[src/rtl/pipe_hazard_scoreboard.sv]
// Hazard, forwarding and stall controller for an in-order pipeline.
// Tracks destination registers of in-flight instructions and holds EX during multi-cycle ops.
module pipe_hazard_scoreboard #(
  parameter int NUM_STAGES = 3,
  parameter int MC_LATENCY = 32,
  parameter int FWD_W      = $clog2(NUM_STAGES)
) (
  input  logic             clk,
  input  logic             rst_n,
  input  logic [4:0]       id_rs1_addr_i,
  input  logic [4:0]       id_rs2_addr_i,
  input  logic             id_rs1_use_i,
  input  logic             id_rs2_use_i,
  input  logic [4:0]       id_rd_addr_i,
  input  logic             id_rd_we_i,
  input  logic             id_is_load_i,
  input  logic             id_is_branch_i,
  input  logic             id_is_mc_i,
  input  logic             flush_i,
  output logic [FWD_W-1:0] alu_forward_a_o,
  output logic [FWD_W-1:0] alu_forward_b_o,
  output logic             branch_forward_a_o,
  output logic             branch_forward_b_o,
  output logic             pc_en_o,
  output logic             if_id_en_o,
  output logic             control_pass_o,
  output logic             ex_hold_o,
  output logic             mc_busy_o
);

  typedef struct packed {
    logic       valid;
    logic [4:0] rd;
    logic       we;
    logic       ld;
  } entry_t;

  entry_t     stg_q [NUM_STAGES];
  logic [4:0] rs1_q, rs2_q;
  logic       rs1_use_q, rs2_use_q;
  logic [6:0] mc_cnt;

  logic hold, load_use, br_stall, stall;

  // rd = x0 never produces a match, so x0 readers are never stalled or forwarded
  function automatic logic hit(input logic [4:0] a, input logic u, input entry_t e);
    return u && e.valid && e.we && (e.rd != 5'd0) && (e.rd == a);
  endfunction

  assign hold      = (mc_cnt != 7'd0);
  assign ex_hold_o = hold;
  assign mc_busy_o = hold;

  always_comb begin
    load_use = (hit(id_rs1_addr_i, id_rs1_use_i, stg_q[0]) ||
                hit(id_rs2_addr_i, id_rs2_use_i, stg_q[0])) && stg_q[0].ld;
    br_stall = id_is_branch_i &&
               (hit(id_rs1_addr_i, id_rs1_use_i, stg_q[0]) ||
                hit(id_rs2_addr_i, id_rs2_use_i, stg_q[0]) ||
                ((hit(id_rs1_addr_i, id_rs1_use_i, stg_q[1]) ||
                  hit(id_rs2_addr_i, id_rs2_use_i, stg_q[1])) && stg_q[1].ld));
    stall          = load_use || br_stall;
    control_pass_o = !stall && !flush_i;
    pc_en_o        = !hold && (flush_i || !stall);
    if_id_en_o     = pc_en_o;
    branch_forward_a_o = hit(id_rs1_addr_i, id_rs1_use_i, stg_q[1]) && !stg_q[1].ld;
    branch_forward_b_o = hit(id_rs2_addr_i, id_rs2_use_i, stg_q[1]) && !stg_q[1].ld;
  end

  // scan oldest to youngest so the youngest producer overwrites
  always_comb begin
    alu_forward_a_o = '0;
    alu_forward_b_o = '0;
    for (int k = NUM_STAGES - 1; k >= 1; k--) begin
      if (hit(rs1_q, rs1_use_q, stg_q[k])) alu_forward_a_o = FWD_W'(k);
      if (hit(rs2_q, rs2_use_q, stg_q[k])) alu_forward_b_o = FWD_W'(k);
    end
    if (!stg_q[0].valid) begin
      alu_forward_a_o = '0;
      alu_forward_b_o = '0;
    end
  end

  always_ff @(posedge clk or posedge rst_n) begin
    if (rst_n) begin
      for (int k = 0; k < NUM_STAGES; k++) stg_q[k] <= '0;
      rs1_q     <= '0;
      rs2_q     <= '0;
      rs1_use_q <= 1'b0;
      rs2_use_q <= 1'b0;
      mc_cnt    <= '0;
    end else if (hold) begin
      stg_q[1] <= '0;
      for (int k = 2; k < NUM_STAGES; k++) stg_q[k] <= stg_q[k-1];
      mc_cnt <= mc_cnt - 7'd1;
    end else begin
      for (int k = 1; k < NUM_STAGES; k++) stg_q[k] <= stg_q[k-1];
      rs1_q     <= id_rs1_addr_i;
      rs2_q     <= id_rs2_addr_i;
      rs1_use_q <= control_pass_o && id_rs1_use_i;
      rs2_use_q <= control_pass_o && id_rs2_use_i;
      if (control_pass_o) begin
        stg_q[0] <= '{valid: 1'b1, rd: id_rd_addr_i, we: id_rd_we_i, ld: id_is_load_i};
        mc_cnt   <= id_is_mc_i ? 7'(MC_LATENCY - 1) : 7'd0;
      end else begin
        stg_q[0] <= '0;
      end
    end
  end

endmodule

[config.mk]
export PLATFORM = sky130hd
export DESIGN_NAME = pipe_hazard_scoreboard
export DESIGN_NICKNAME = d
export VERILOG_FILES = /design/src/rtl/pipe_hazard_scoreboard.sv
export SDC_FILE = /design/constraint.sdc
export NUM_CORES = 1
export LEC_CHECK = 0
export CORE_UTILIZATION = 29
export CTS_CLUSTER_SIZE = 30
export DETAILED_ROUTE_END_ITERATION = 10
export PLACE_DENSITY = 0.47
export SYNTH_ARGS = -nofsm -noshare
export SYNTH_HDL_FRONTEND = slang
export SYNTH_SLANG_ARGS = --single-unit
[constraint.sdc]
create_clock -name clk -period 6.8 [get_ports clk]
set_clock_uncertainty 0.15 [all_clocks]
set_input_delay 0.68 -clock clk [delete_from_list [all_inputs] [get_ports clk]]
set_output_delay 0.68 -clock clk [all_outputs]
set_load 0.01 [all_outputs]
# [Yosys cells after proc, flatten, opt, wreduce, memory -nomap -nowiden]
# Cells that the tools add are included.
[word_totals] wordCells=91 rom_bits=0 input_bits=24 mem_bits_rw=0 out_inout_bits=11 latch_bits=0 regBits=42 mem_count=0
[op_classes] multipliers=0 eq_ne=8 n_lt_le_gt_ge=0 shift=0 bitwise=0 n_div=0 mux=11 add_sub_neg=1 n_reduce_logical=55
[op_table] op="$logic_and 1x1->1" count=41
[op_table] op="$eq 5x5->1" count=8
[op_table] op="$mux 16" count=1
[op_table] op="$reduce_bool 5->1" count=3
[op_table] op="$mux 7" count=2
[op_table] op="$mux 2" count=6
[op_table] op="$mux 8" count=1
[op_table] op="$reduce_bool 7->1" count=1
[op_table] op="$sub 7x1->7 const B" count=1
[op_table] op="$logic_or 1x1->1" count=5
[op_table] op="$mux 5" count=1
[op_table] op="$logic_not 1->1" count=4
[op_table] op="$reduce_bool 2->1" count=1

# [Depth between registers and ports, before layout]
# Gate-level depths: netlist of run 1.
[depth] ltp_word=13 depth_mapped=9 ltp_nobuf=8

# [Worst setup path after synthesis of run 1]
# No wires, ideal clock.
[synth_path] path_type="reg-to-output" startpoint="reg mc_cnt[0]" endpoint="out pc_en_o" stages_incl_launch_ff=10 t_required_ns=5.970 slack_ns=3.922 arrival_ns=2.048 cell_sequence="dfrtp_1 -> inv_1 -> ha_1 -> nand2_1 -> or3_1 -> nor2_1 -> clkbuf_1 -> clkbuf_1 -> o21a_1 -> buf_4"
[synth_between] elab_chain_cells=3
[synth_rtl] item="start: declaration" line_no="41" source="logic [6:0] mc_cnt;"
[synth_rtl] item="start signal: assignment" line_no="95" source="mc_cnt <= mc_cnt - 7'd1;"
[synth_rtl] item="start signal: assignment" line_no="104" source="mc_cnt <= id_is_mc_i ? 7'(MC_LATENCY - 1) : 7'd0;"
[synth_rtl] item="$reduce_bool 7->1" line_no="50" source="assign hold = (mc_cnt != 7'd0);"
[synth_rtl] item="$logic_not 1->1" line_no="64" source="pc_en_o = !hold && (flush_i || !stall);"
[synth_rtl] item="$logic_and 1x1->1" line_no="64"
[synth_rtl] item="end: declaration" line_no="24" source="output logic pc_en_o,"
# Every way passes these cells.

# [Final worst setup path of run 1]
[layout_path] startpoint="in id_rs2_addr_i[2]" endpoint="out if_id_en_o"
[layout_between] elab_chain_cells=10 word_cells_on_any_way=14 cone_classes="eq/ne (2); reduce/logical (12)"
[layout_rtl] item="start: declaration" line_no="11" source="input logic [4:0] id_rs2_addr_i,"
[layout_rtl] item="$eq 5x5->1" line_no="47" source="return u && e.valid && e.we && (e.rd != 5'd0) && (e.rd == a);"
[layout_rtl] item="$logic_and 1x1->1" line_no="47"
[layout_rtl] item="$logic_or 1x1->1" line_no="60" source="((hit(id_rs1_addr_i, id_rs1_use_i, stg_q[1]) ||"
[layout_rtl] item="$logic_and 1x1->1" line_no="61" source="hit(id_rs2_addr_i, id_rs2_use_i, stg_q[1])) && stg_q[1].ld));"
[layout_rtl] item="$logic_or 1x1->1" line_no="59" source="hit(id_rs2_addr_i, id_rs2_use_i, stg_q[0]) ||"
[layout_rtl] item="$logic_and 1x1->1" line_no="57" source="br_stall = id_is_branch_i &&"
[layout_rtl] item="$logic_or 1x1->1 (*)" line_no="62" source="stall = load_use || br_stall;"
[layout_rtl] item="$logic_not 1->1 (*)" line_no="64"
[layout_rtl] item="$logic_or 1x1->1 (*)" line_no="64"
[layout_rtl] item="$logic_and 1x1->1 (*)" line_no="64"
[layout_rtl] item="end: declaration" line_no="25" source="output logic if_id_en_o,"
# Mark *: on every way between the ends. The rest lies on a longest branch, timed or not.

==> metrics, run 1 <==
global-route wire length before repair=8290 um; Startpoint Class=input port; # H-tree levels=2; CTS resizes=0; Final TNS setup=0 ns; status=complete, no violations; clock latency on the worst-skew pair=0.29 ns; Detail Placement HPWL=around 3700 um; Final Setup Violations=0; Switch Pwr=295 uW; Max Clk Rate=276 MHz; CP Class=in -> out; Nets=262; Pleak=0.00111 uW; starting DRC count in detailed routing=79; Slew @ Worst Pin=about 0.68 ns; DP Area=0.00257 mm2; Syn-to-layout area delta=24.2%; WL final=approximately 5000 um; Synth top area share=48.7%; Initial Util=between 20% and 30%; Seq/Total Area, Yosys=48.7%; Pint=597 uW; number of detailed-route iterations in the first pass=4; initial antenna violation count=0; Mapped Cells=205; n_diodes=0; TritonCTS buffer count=5; vias in the first global route=about 1600; grt ovf=0; CTS tree=yes; Syn Area/Cell=10.5 um2; Final Hold Viols=0; Total Routing Usage GR=14.4%; clock share of power=21.5%; Die ar.=approximately 0.008 mm2; total setup buffers inserted after CTS=0; sequential share of power=48.6%; top cells by area, synth=dfrtp_1 49%, xnor2_1 12%, xor2_1 6.1%; HP Class=reg -> reg; crit path time final=3.62 ns; max_slew headroom=54.6%; drt drc=0; post-synth cell types=35; Pwr Density=333 mW/mm2; total of max-cap violations=0; Yosys top cell by area=dfrtp_1; layout cells sized above 1=~6.3%; Placer Congestion=0.756; syn_nets=230; WP data required=5.97 ns; clock sink count=42; Routed Antenna Nets=0; CP Capture Type=output port; Port-buffer cells=34; Die H=88.2 um; Slew Limit Fails=0; RSZ-0062 raised after global routing=no; Synth warnings=0; Final Cell Area=0.00268 mm2; Final period util=53.3%; switching share of power=33.1%; Top Ports=35; count of state elements after synthesis=42; CTS Buffer Depth=2; DR vias=1547; largest net degree at the start of global routing=43; # rows=31; DR vias/cell=4.59; Routed WL per cell=roughly 15 um; Comb power frac=29.9%; core area=between 0.007 and 0.008 mm2; root buf cell=clkbuf_8; clock-pin slew on the worst setup and hold paths=0.08 ns; CP max FO=6; Hold Buf Count CTS=0; mapped cell area=0.00216 mm2; chip width=88.2 um; peak supply drop=about 160 uV; WP data arrival=2.79 ns
==> final timing paths <==
kind / from / to / slack (ns) / depth (start not counted)
max: id_rs2_addr_i[2] / if_id_en_o / 3.18 / 8
min: stg_q[15] / stg_q[7] / 0.28 / 0
max in group asynchronous: rst_n / rs2_q[1] / 5.46 / 3
min in group asynchronous: rst_n / stg_q[12] / 0.67 / 3
max reg2reg: mc_cnt[0] / mc_cnt[3] / 4.04 / 10
min reg2reg: stg_q[15] / stg_q[7] / 0.28 / 0
==> cell type report <==
class | count | area [um2]
Sequential cell | 42 | 1050
Fill cell | 755 | 4540
Timing Repair Buffer | 37 | 363
Multi-Input combinational cell | 146 | 1020
Inverter | 5 | 18.8
Tap cell | 99 | 124
Clock inverter | 1 | 30.0
Clock buffer | 7 | 76.3
==> flip-flops by register name, summed over array words and instances, names as in the netlist <==
| signal | count |
|---|---|
| stg_q | 23 |
| mc_cnt | 7 |
| rs1_q | 5 |
| rs2_q | 5 |
| rs1_use_q | 1 |
| rs2_use_q | 1 |
==> per-layer routing <==
| layer | wire [um] | up-vias | global-route usage (%) |
|---|---|---|---|
| li1 | - | 761 | - |
| met1 | 2360 | 746 | 19.2 |
| met2 | 2380 | 35 | 24.0 |
| met3 | 185 | 5 | 3.08 |
| met4 | 52 | 0 | 3.52 |
| met5 | 0 | - | 0 |
==> cells in the mapped netlist <==
cell	n
a22o_1	10
nor3_1	8
nor2_2	1
buf_2	3
nor4b_1	1
nor2_1	5
o211ai_4	1
o31ai_1	2
xnor2_1	29
o22ai_1	1
or4_4	1
a22oi_1	2
nor4_1	2
inv_1	4
nand4_1	8
or3_1	1
o41a_1	1
o21a_4	1
ha_1	1
clkbuf_1	5
nor3b_1	2
o2111ai_1	1
nand3_1	2
clkinv_1	1
nor4_4	1
nand2_1	34
o221a_2	1
buf_6	2
dfrtp_1	42
a21o_1	1
xor2_1	15
or4_1	2
o21a_1	1
buf_4	2
and2_1	11
==> cell usage in the layout, fill, tap and decap left out, types with 2 or more instances in the layout <==
master and count:
and2_1 11, a22oi_1 2, xnor2_1 29, nand4_1 8, nand3_1 2, clkdlybuf4s50_1 34, dfrtp_1 42, nor3_1 8
clkbuf_8 5, xor2_1 15, or4_1 2, o31ai_1 2, nor3b_1 2, clkbuf_1 2, buf_4 3, nor2_1 5
inv_1 4, nor4_1 2, a22o_1 10, nand2_1 34
==> critical path, cell delays in order <==
cell and delay (ns):
clkdlybuf4s50_1 0.52, xnor2_1 0.24, nand4_1 0.15, o22ai_1 0.19, o221a_2 0.30, nor2_1 0.07, o21a_1 0.17, clkdlybuf4s50_1 0.47
==> cells by family (layout without fill, tap and decap cells) <==
| group | Yosys count | in the layout | synth area share [%] |
|---|---|---|---|
| AND/OR/NAND/NOR | 79 | 79 | 19.1 |
| XOR/XNOR | 44 | 44 | 17.9 |
| flip-flops | 42 | 42 | 48.7 |
| AO/OA/AOI/OAI | 22 | 22 | 9.57 |
| buffers and inverters | 17 | 50 | 4.18 |
| adder cells (fa/ha/maj) | 1 | 1 | 0.580 |
==> power groups by stage <==
stage               Clock, uW  Combinational (uW)  Sequential (uW)
floorplan                   0                 218              406
global placement            0                 268              443
detailed placement          0                 271              442
CTS                       198                 272              437
global route              210                 303              450
finish                    192                 267              433
==> per-stage QoR <==
step	cells	utilization, %	power [uW]	hold WS, ns	worst slack [ns]
after floorplan	205	-	624	0.199	3.92
after global placement	329	35.7	711	0.262	3.16
after detailed placement	329	35.7	713	0.265	3.18
after CTS	337	37.1	907	0.283	3.16
after global routing	337	37.1	962	0.287	3.03
final	337	37.1	892	0.279	3.18
Power figures use the tool's default switching activity.
==> run 2: changes to the inputs <==
--- a/config.mk
+++ b/config.mk
@@ -8,7 +8,7 @@
 export CORE_UTILIZATION = 29
 export CTS_CLUSTER_SIZE = 30
 export DETAILED_ROUTE_END_ITERATION = 10
-export PLACE_DENSITY = 0.47
+export PLACE_DENSITY = 0.48
 export SYNTH_ARGS = -nofsm -noshare
 export SYNTH_HDL_FRONTEND = slang
 export SYNTH_SLANG_ARGS = --single-unit
==> constraint.sdc (replaced) <==
create_clock -name clk -period 3.18 [get_ports clk]
set_clock_uncertainty 0.15 [all_clocks]
set_input_delay 0.318 -clock clk [delete_from_list [all_inputs] [get_ports clk]]
set_output_delay 0.318 -clock clk [all_outputs]
set_load 0.01 [all_outputs]
==> metrics, run 2 (same netlist as run 1, synthesis figures left out) <==
Final Setup Violations=0 (unchanged); WP data required=2.71 ns (-3.26 ns); HP Class=reg -> reg; # rows=31 (unchanged); max FFs per register=23 (unchanged); layout cells sized above 1=7.85% (+1.5 points); Syn-to-layout area delta=24.5%; status=complete, no violations; largest net degree at the start of global routing=43 (unchanged); largest register by flop count=stg_q; Post-Place Cells=334 (+1.5%); Final Cell Area=0.00269 mm2 (+0.28%); Final period util=95.1%; Startpoint Class=register; global-route wire length before repair=8600 um (+3.8%); RSZ-0062 raised after global routing=no; Slew Limit Fails=0 (unchanged); Hold Buf Count CTS=0 (unchanged); most frequent cells in the layout=42 x dfrtp_1, 34 x nand2_1, 34 x clkdlybuf4s50_1; core area=0.00721 mm2 (unchanged); Die H=88.2 um (unchanged); Final Total Pwr=1850 uW (+110%); Die ar.=0.00779 mm2 (unchanged); # fillers=747 (-1.1%); clock latency on the worst-skew pair=0.29 ns (about the same); Total Routing Usage GR=15.1% (+0.65 points); Max Clk Rate=around 330 MHz; clock share of power=17.3% (-4.2 points); DR vias/cell=4.56 (-0.73%); final setup margin=0.157 ns (-3.02 ns); Pint=1200 uW (+100%); area of the multi-input gates=0.00102 mm2 (unchanged); total of max-cap violations=0 (unchanged); highest routed metal layer=met4; DR WL met2=2420 um (+1.6%); met3 wire length=198 um (+7.0%); DP Area=0.00261 mm2 (+1.5%); CTS tree=yes; max_slew headroom=64.1% (+9.5 points); clock sink count=42 (unchanged); WL final=5140 um (+3.0%); CTS Buffer Depth=2 (unchanged); peak supply drop=324 uV (+100%); R2R cell count=10 (unchanged); Register Area=0.00105 mm2 (unchanged); chip width=88.2 um (unchanged); Comb power frac=31.8% (+1.9 points); grt ovf=0 (unchanged); number of detailed-route iterations in the first pass=4 (unchanged); sequential share of power=50.9% (+2.3 points); crit path time final=between 3 and 4 ns; CP Buf/Inv Count=1 (-1); root buf cell=clkbuf_8; Port-buffer cells=34 (unchanged); starting DRC count in detailed routing=47 (-41%); CP max FO=6 (unchanged); total setup buffers inserted after CTS=0 (unchanged); n_diodes=0 (unchanged); drt drc=0 (unchanged); Top Ports=35 (unchanged); Final TNS setup=0 ns (unchanged); CP Class=reg -> out; DR vias=1554 (+0.45%); CP Depth=7 (-1); Worst Setup SP=stg_q[12]; Final Hold Viols=0 (unchanged); most common cell after layout, fill and taps aside=dfrtp_1; CTS resizes=0 (unchanged); CP endpoint=pc_en_o; flop-to-flop setup slack=0.60 ns (-3.44 ns); Pwr Density=688 mW/mm2 (+110%); Placer Congestion=0.750 (-0.86%); CP peak stage delay=0.58 ns (+0.06 ns); CP Capture Type=output port; post-route non-filler standard cell count=341 (+1.2%); FF-to-FF End=stg_q[16]; Routed Antenna Nets=0 (unchanged); Nets=267 (+1.9%); switching share of power=35.0% (+1.9 points); # H-tree levels=2 (unchanged); Slew @ Worst Pin=0.539 ns (-0.137 ns); wl on met1=2440 um (+3.3%); Initial Util=29.9% (unchanged); worst slack, placed=0.321 ns (-2.86 ns); CP max-delay cell=or4_4; CP delay by family, top=simple AND/OR/NAND/NOR gates; Routed WL per cell=15.1 um (+1.8%); Pleak=0.00112 uW (+0.95%); vias in the first global route=1619 (+3.9%); biggest regs=stg_q (23), mc_cnt (7); TritonCTS buffer count=5 (unchanged); crit path cell chain=or4_4 > o211ai_4 > nor2_2 > o21a_4 > nor2_1 > o21a_1 > clkdlybuf4s50_1; clock-pin slew on the worst setup and hold paths=0.07 ns (about the same); WP data arrival=2.56 ns (-0.23 ns); Detail Placement HPWL=3880 um (+4.6%); Switch Pwr=646 uW (+120%); r2r startpoint=mc_cnt[0]; initial antenna violation count=0 (unchanged)
-- run 2: changes by cell type in the layout (fill, tap and decap cells not counted) --
cell	delta
bufinv_16	-1
buf_4	+5
-- run 2: how the worst min path moves through the flow --
stage	to	depth (start not counted)	start
global placement	stg_q[1]	0	stg_q[9]
CTS	stg_q[1]	0	stg_q[9]
floorplan	stg_q[2]	0	stg_q[10]
global route	stg_q[7]	0	stg_q[15]
finish	stg_q[1]	0	stg_q[9]
detailed placement	stg_q[1]	0	stg_q[9]
-- run 2: per-stage QoR --
| step | hold slack (ns) | utilization (%) |
|---|---|---|
| 3_3_place_gp | 0.269 | 36.2 |
| 6_report | 0.282 | 37.2 |
| 3_5_place_dp | 0.268 | 36.2 |
| 5_1_grt | 0.297 | 37.2 |
| 2_1_floorplan | 0.199 | - |
| 4_1_cts | 0.284 | 37.2 |
-- run 2: layer usage --
| metal | vias up | global-route usage, % |
|---|---|---|
| li1 | 766 | - |
| met1 | 748 | 20.2 |
| met2 | 31 | 24.5 |
| met3 | 9 | 3.17 |
| met4 | 0 | 4.69 |
| met5 | - | 0 |
-- run 2: power groups by stage --
| stage | registers, uW | logic, uW | clock network, uW |
|---|---|---|---|
| finish | 940 | 588 | 319 |
| global route | 978 | 671 | 353 |
| CTS | 945 | 597 | 334 |
| detailed placement | 955 | 594 | 0 |
| global placement | 955 | 588 | 0 |
| floorplan | 868 | 466 | 0 |
-- run 2: final cells by class --
| cell class | count | share of cell area (%) |
|---|---|---|
| multi-input combinational | 146 | 37.8 |
| tap | 99 | 4.61 |
| timing repair buffer | 42 | 14.9 |
| clock buffer | 7 | 2.84 |
| sequential | 42 | 39.1 |
| inverter | 5 | 0.699 |
==> run 3: changes to the inputs <==
--- a/config.mk
+++ b/config.mk
@@ -6,7 +6,7 @@
 export NUM_CORES = 1
 export LEC_CHECK = 0
 export CORE_UTILIZATION = 29
-export CTS_CLUSTER_SIZE = 30
+export CTS_BUF_LIST = sky130_fd_sc_hd__clkbuf_8
 export DETAILED_ROUTE_END_ITERATION = 10
 export PLACE_DENSITY = 0.48
 export SYNTH_ARGS = -nofsm -noshare
==> metrics, run 3 (same netlist as run 1, synthesis figures left out) <==
Pwr Density=686 mW/mm2 (-0.29%); status=complete, no violations; TritonCTS buffer count=5 (unchanged); Final TNS setup=0 ns (unchanged); most common cell after layout, fill and taps aside=dfrtp_1; Die H=88.2 um (unchanged); Pleak=0.00113 uW (+0.74%); CTS Buffer Depth=2 (unchanged); RSZ-0062 raised after global routing=no; WP data arrival=2.55 ns (about the same); clock latency on the worst-skew pair=0.29 ns (about the same); # rows=31 (unchanged); max_slew headroom=64.0% (about the same); WL final=5140 um (unchanged); total of max-cap violations=0 (unchanged); CP max-delay cell=or4_4; Routed Antenna Nets=0 (unchanged); Final Total Pwr=1840 uW (-0.29%); Startpoint Class=register; clock-pin slew on the worst setup and hold paths=0.07 ns (about the same); WP data required=2.71 ns (about the same); CTS resizes=0 (unchanged); Final period util=95.0% (about the same); max FFs per register=23 (unchanged); CP Capture Type=output port; chip width=88.2 um (unchanged); Final Setup Violations=0 (unchanged); grt ovf=0 (unchanged); CP Buf/Inv Count=1 (unchanged); global-route wire length before repair=8600 um (unchanged); CP delay by family, top=simple AND/OR/NAND/NOR gates; n_diodes=0 (unchanged); HP Class=reg -> reg; Port-buffer cells=34 (unchanged); Slew @ Worst Pin=0.539 ns (+0.0000759 ns); Syn-to-layout area delta=24.5% (unchanged); peak supply drop=319 uV (-1.3%); biggest regs=stg_q (23), mc_cnt (7); Top Ports=35 (unchanged); worst slack, placed=0.321 ns (unchanged); drt drc=0 (unchanged); Final Hold Viols=0 (unchanged); Detail Placement HPWL=3880 um (unchanged); Slew Limit Fails=0 (unchanged); total setup buffers inserted after CTS=0 (unchanged); final design utilization=37.2% (unchanged); number of detailed-route iterations in the first pass=4 (unchanged); vias in the first global route=1619 (unchanged); CP peak stage delay=0.57 ns (about the same); Max Clk Rate=331 MHz (about the same); most frequent cells in the layout=42 x dfrtp_1, 34 x nand2_1, 34 x clkdlybuf4s50_1; initial antenna violation count=0 (unchanged); crit path time final=3.02 ns (-0.00171 ns); Nets=267 (unchanged); Hold Buf Count CTS=0 (unchanged); starting DRC count in detailed routing=47 (unchanged); layout cells sized above 1=7.85% (unchanged); Placer Congestion=0.750 (unchanged); crit path cell chain=or4_4 > o211ai_4 > nor2_2 > o21a_4 > nor2_1 > o21a_1 > clkdlybuf4s50_1; clock sink count=42 (unchanged); Routed WL per cell=15.1 um (unchanged); largest net degree at the start of global routing=43 (unchanged); Total Routing Usage GR=15.1% (unchanged); CP Class=reg -> out; root buf cell=clkbuf_8; core area=0.00721 mm2 (unchanged); CTS tree=yes; DR vias=1557 (+0.19%); DR vias/cell=4.57 (+0.19%); Die ar.=0.00779 mm2 (unchanged); CP max FO=6 (unchanged); final setup margin=0.158 ns (+0.00171 ns); largest register by flop count=stg_q; # H-tree levels=2 (unchanged); Initial Util=29.9% (unchanged)
-- run 3: cell count changes in the layout (fill, tap and decap cells not counted), sizes merged --
cell	change
clkbuf	-2
inv	+2
-- run 3: layout make-up --
| type | instances | area [um2] |
|---|---|---|
| sequential | 42 | 1050 |
| timing repair buffer | 42 | 400 |
| clock buffer | 5 | 68.8 |
| clock inverter | 2 | 7.51 |
| inverter | 5 | 18.8 |
| fill | 747 | 4530 |
| tap | 99 | 124 |
| multi-input combinational | 146 | 1020 |
-- run 3: path summary, 6_finish.rpt --
path                            slack, ns        end  cells after the start  startpoint
worst max register to register       0.60  stg_q[16]                     10   mc_cnt[0]
worst min-delay path                 0.28   stg_q[1]                      0    stg_q[9]
max in group asynchronous            2.20  stg_q[15]                      3       rst_n
worst max-delay path                 0.16    pc_en_o                      7   stg_q[12]
worst min register to register       0.28   stg_q[1]                      0    stg_q[9]
min in group asynchronous            0.29  stg_q[19]                      3       rst_n
-- run 3: power breakdown --
group	switching [uW]	internal, uW	leakage, uW
clock	169	145	0.0000466
combinational	249	339	0.000547
sequential	229	711	0.000538
-- run 3: stage by stage --
| stage | cells | instance area, um2 | hold slack (ns) |
|---|---|---|---|
| after floorplan | 205 | 2160 | 0.199 |
| after global placement | 334 | 2610 | 0.269 |
| after detailed placement | 334 | 2610 | 0.268 |
| after CTS | 341 | 2690 | 0.284 |
| after global routing | 341 | 2690 | 0.297 |
| final | 341 | 2690 | 0.282 |
-- run 3: metal layers --
| layer | part of all wire, % | wire length [um] | global-route usage (%) |
|---|---|---|---|
| met1 | 47 | 2410 | 20.2 |
| met2 | 47 | 2420 | 24.5 |
| met3 | 4.5 | 230 | 3.17 |
| met4 | 1.5 | 75 | 4.69 |
| met5 | 0 | 0 | 0 |
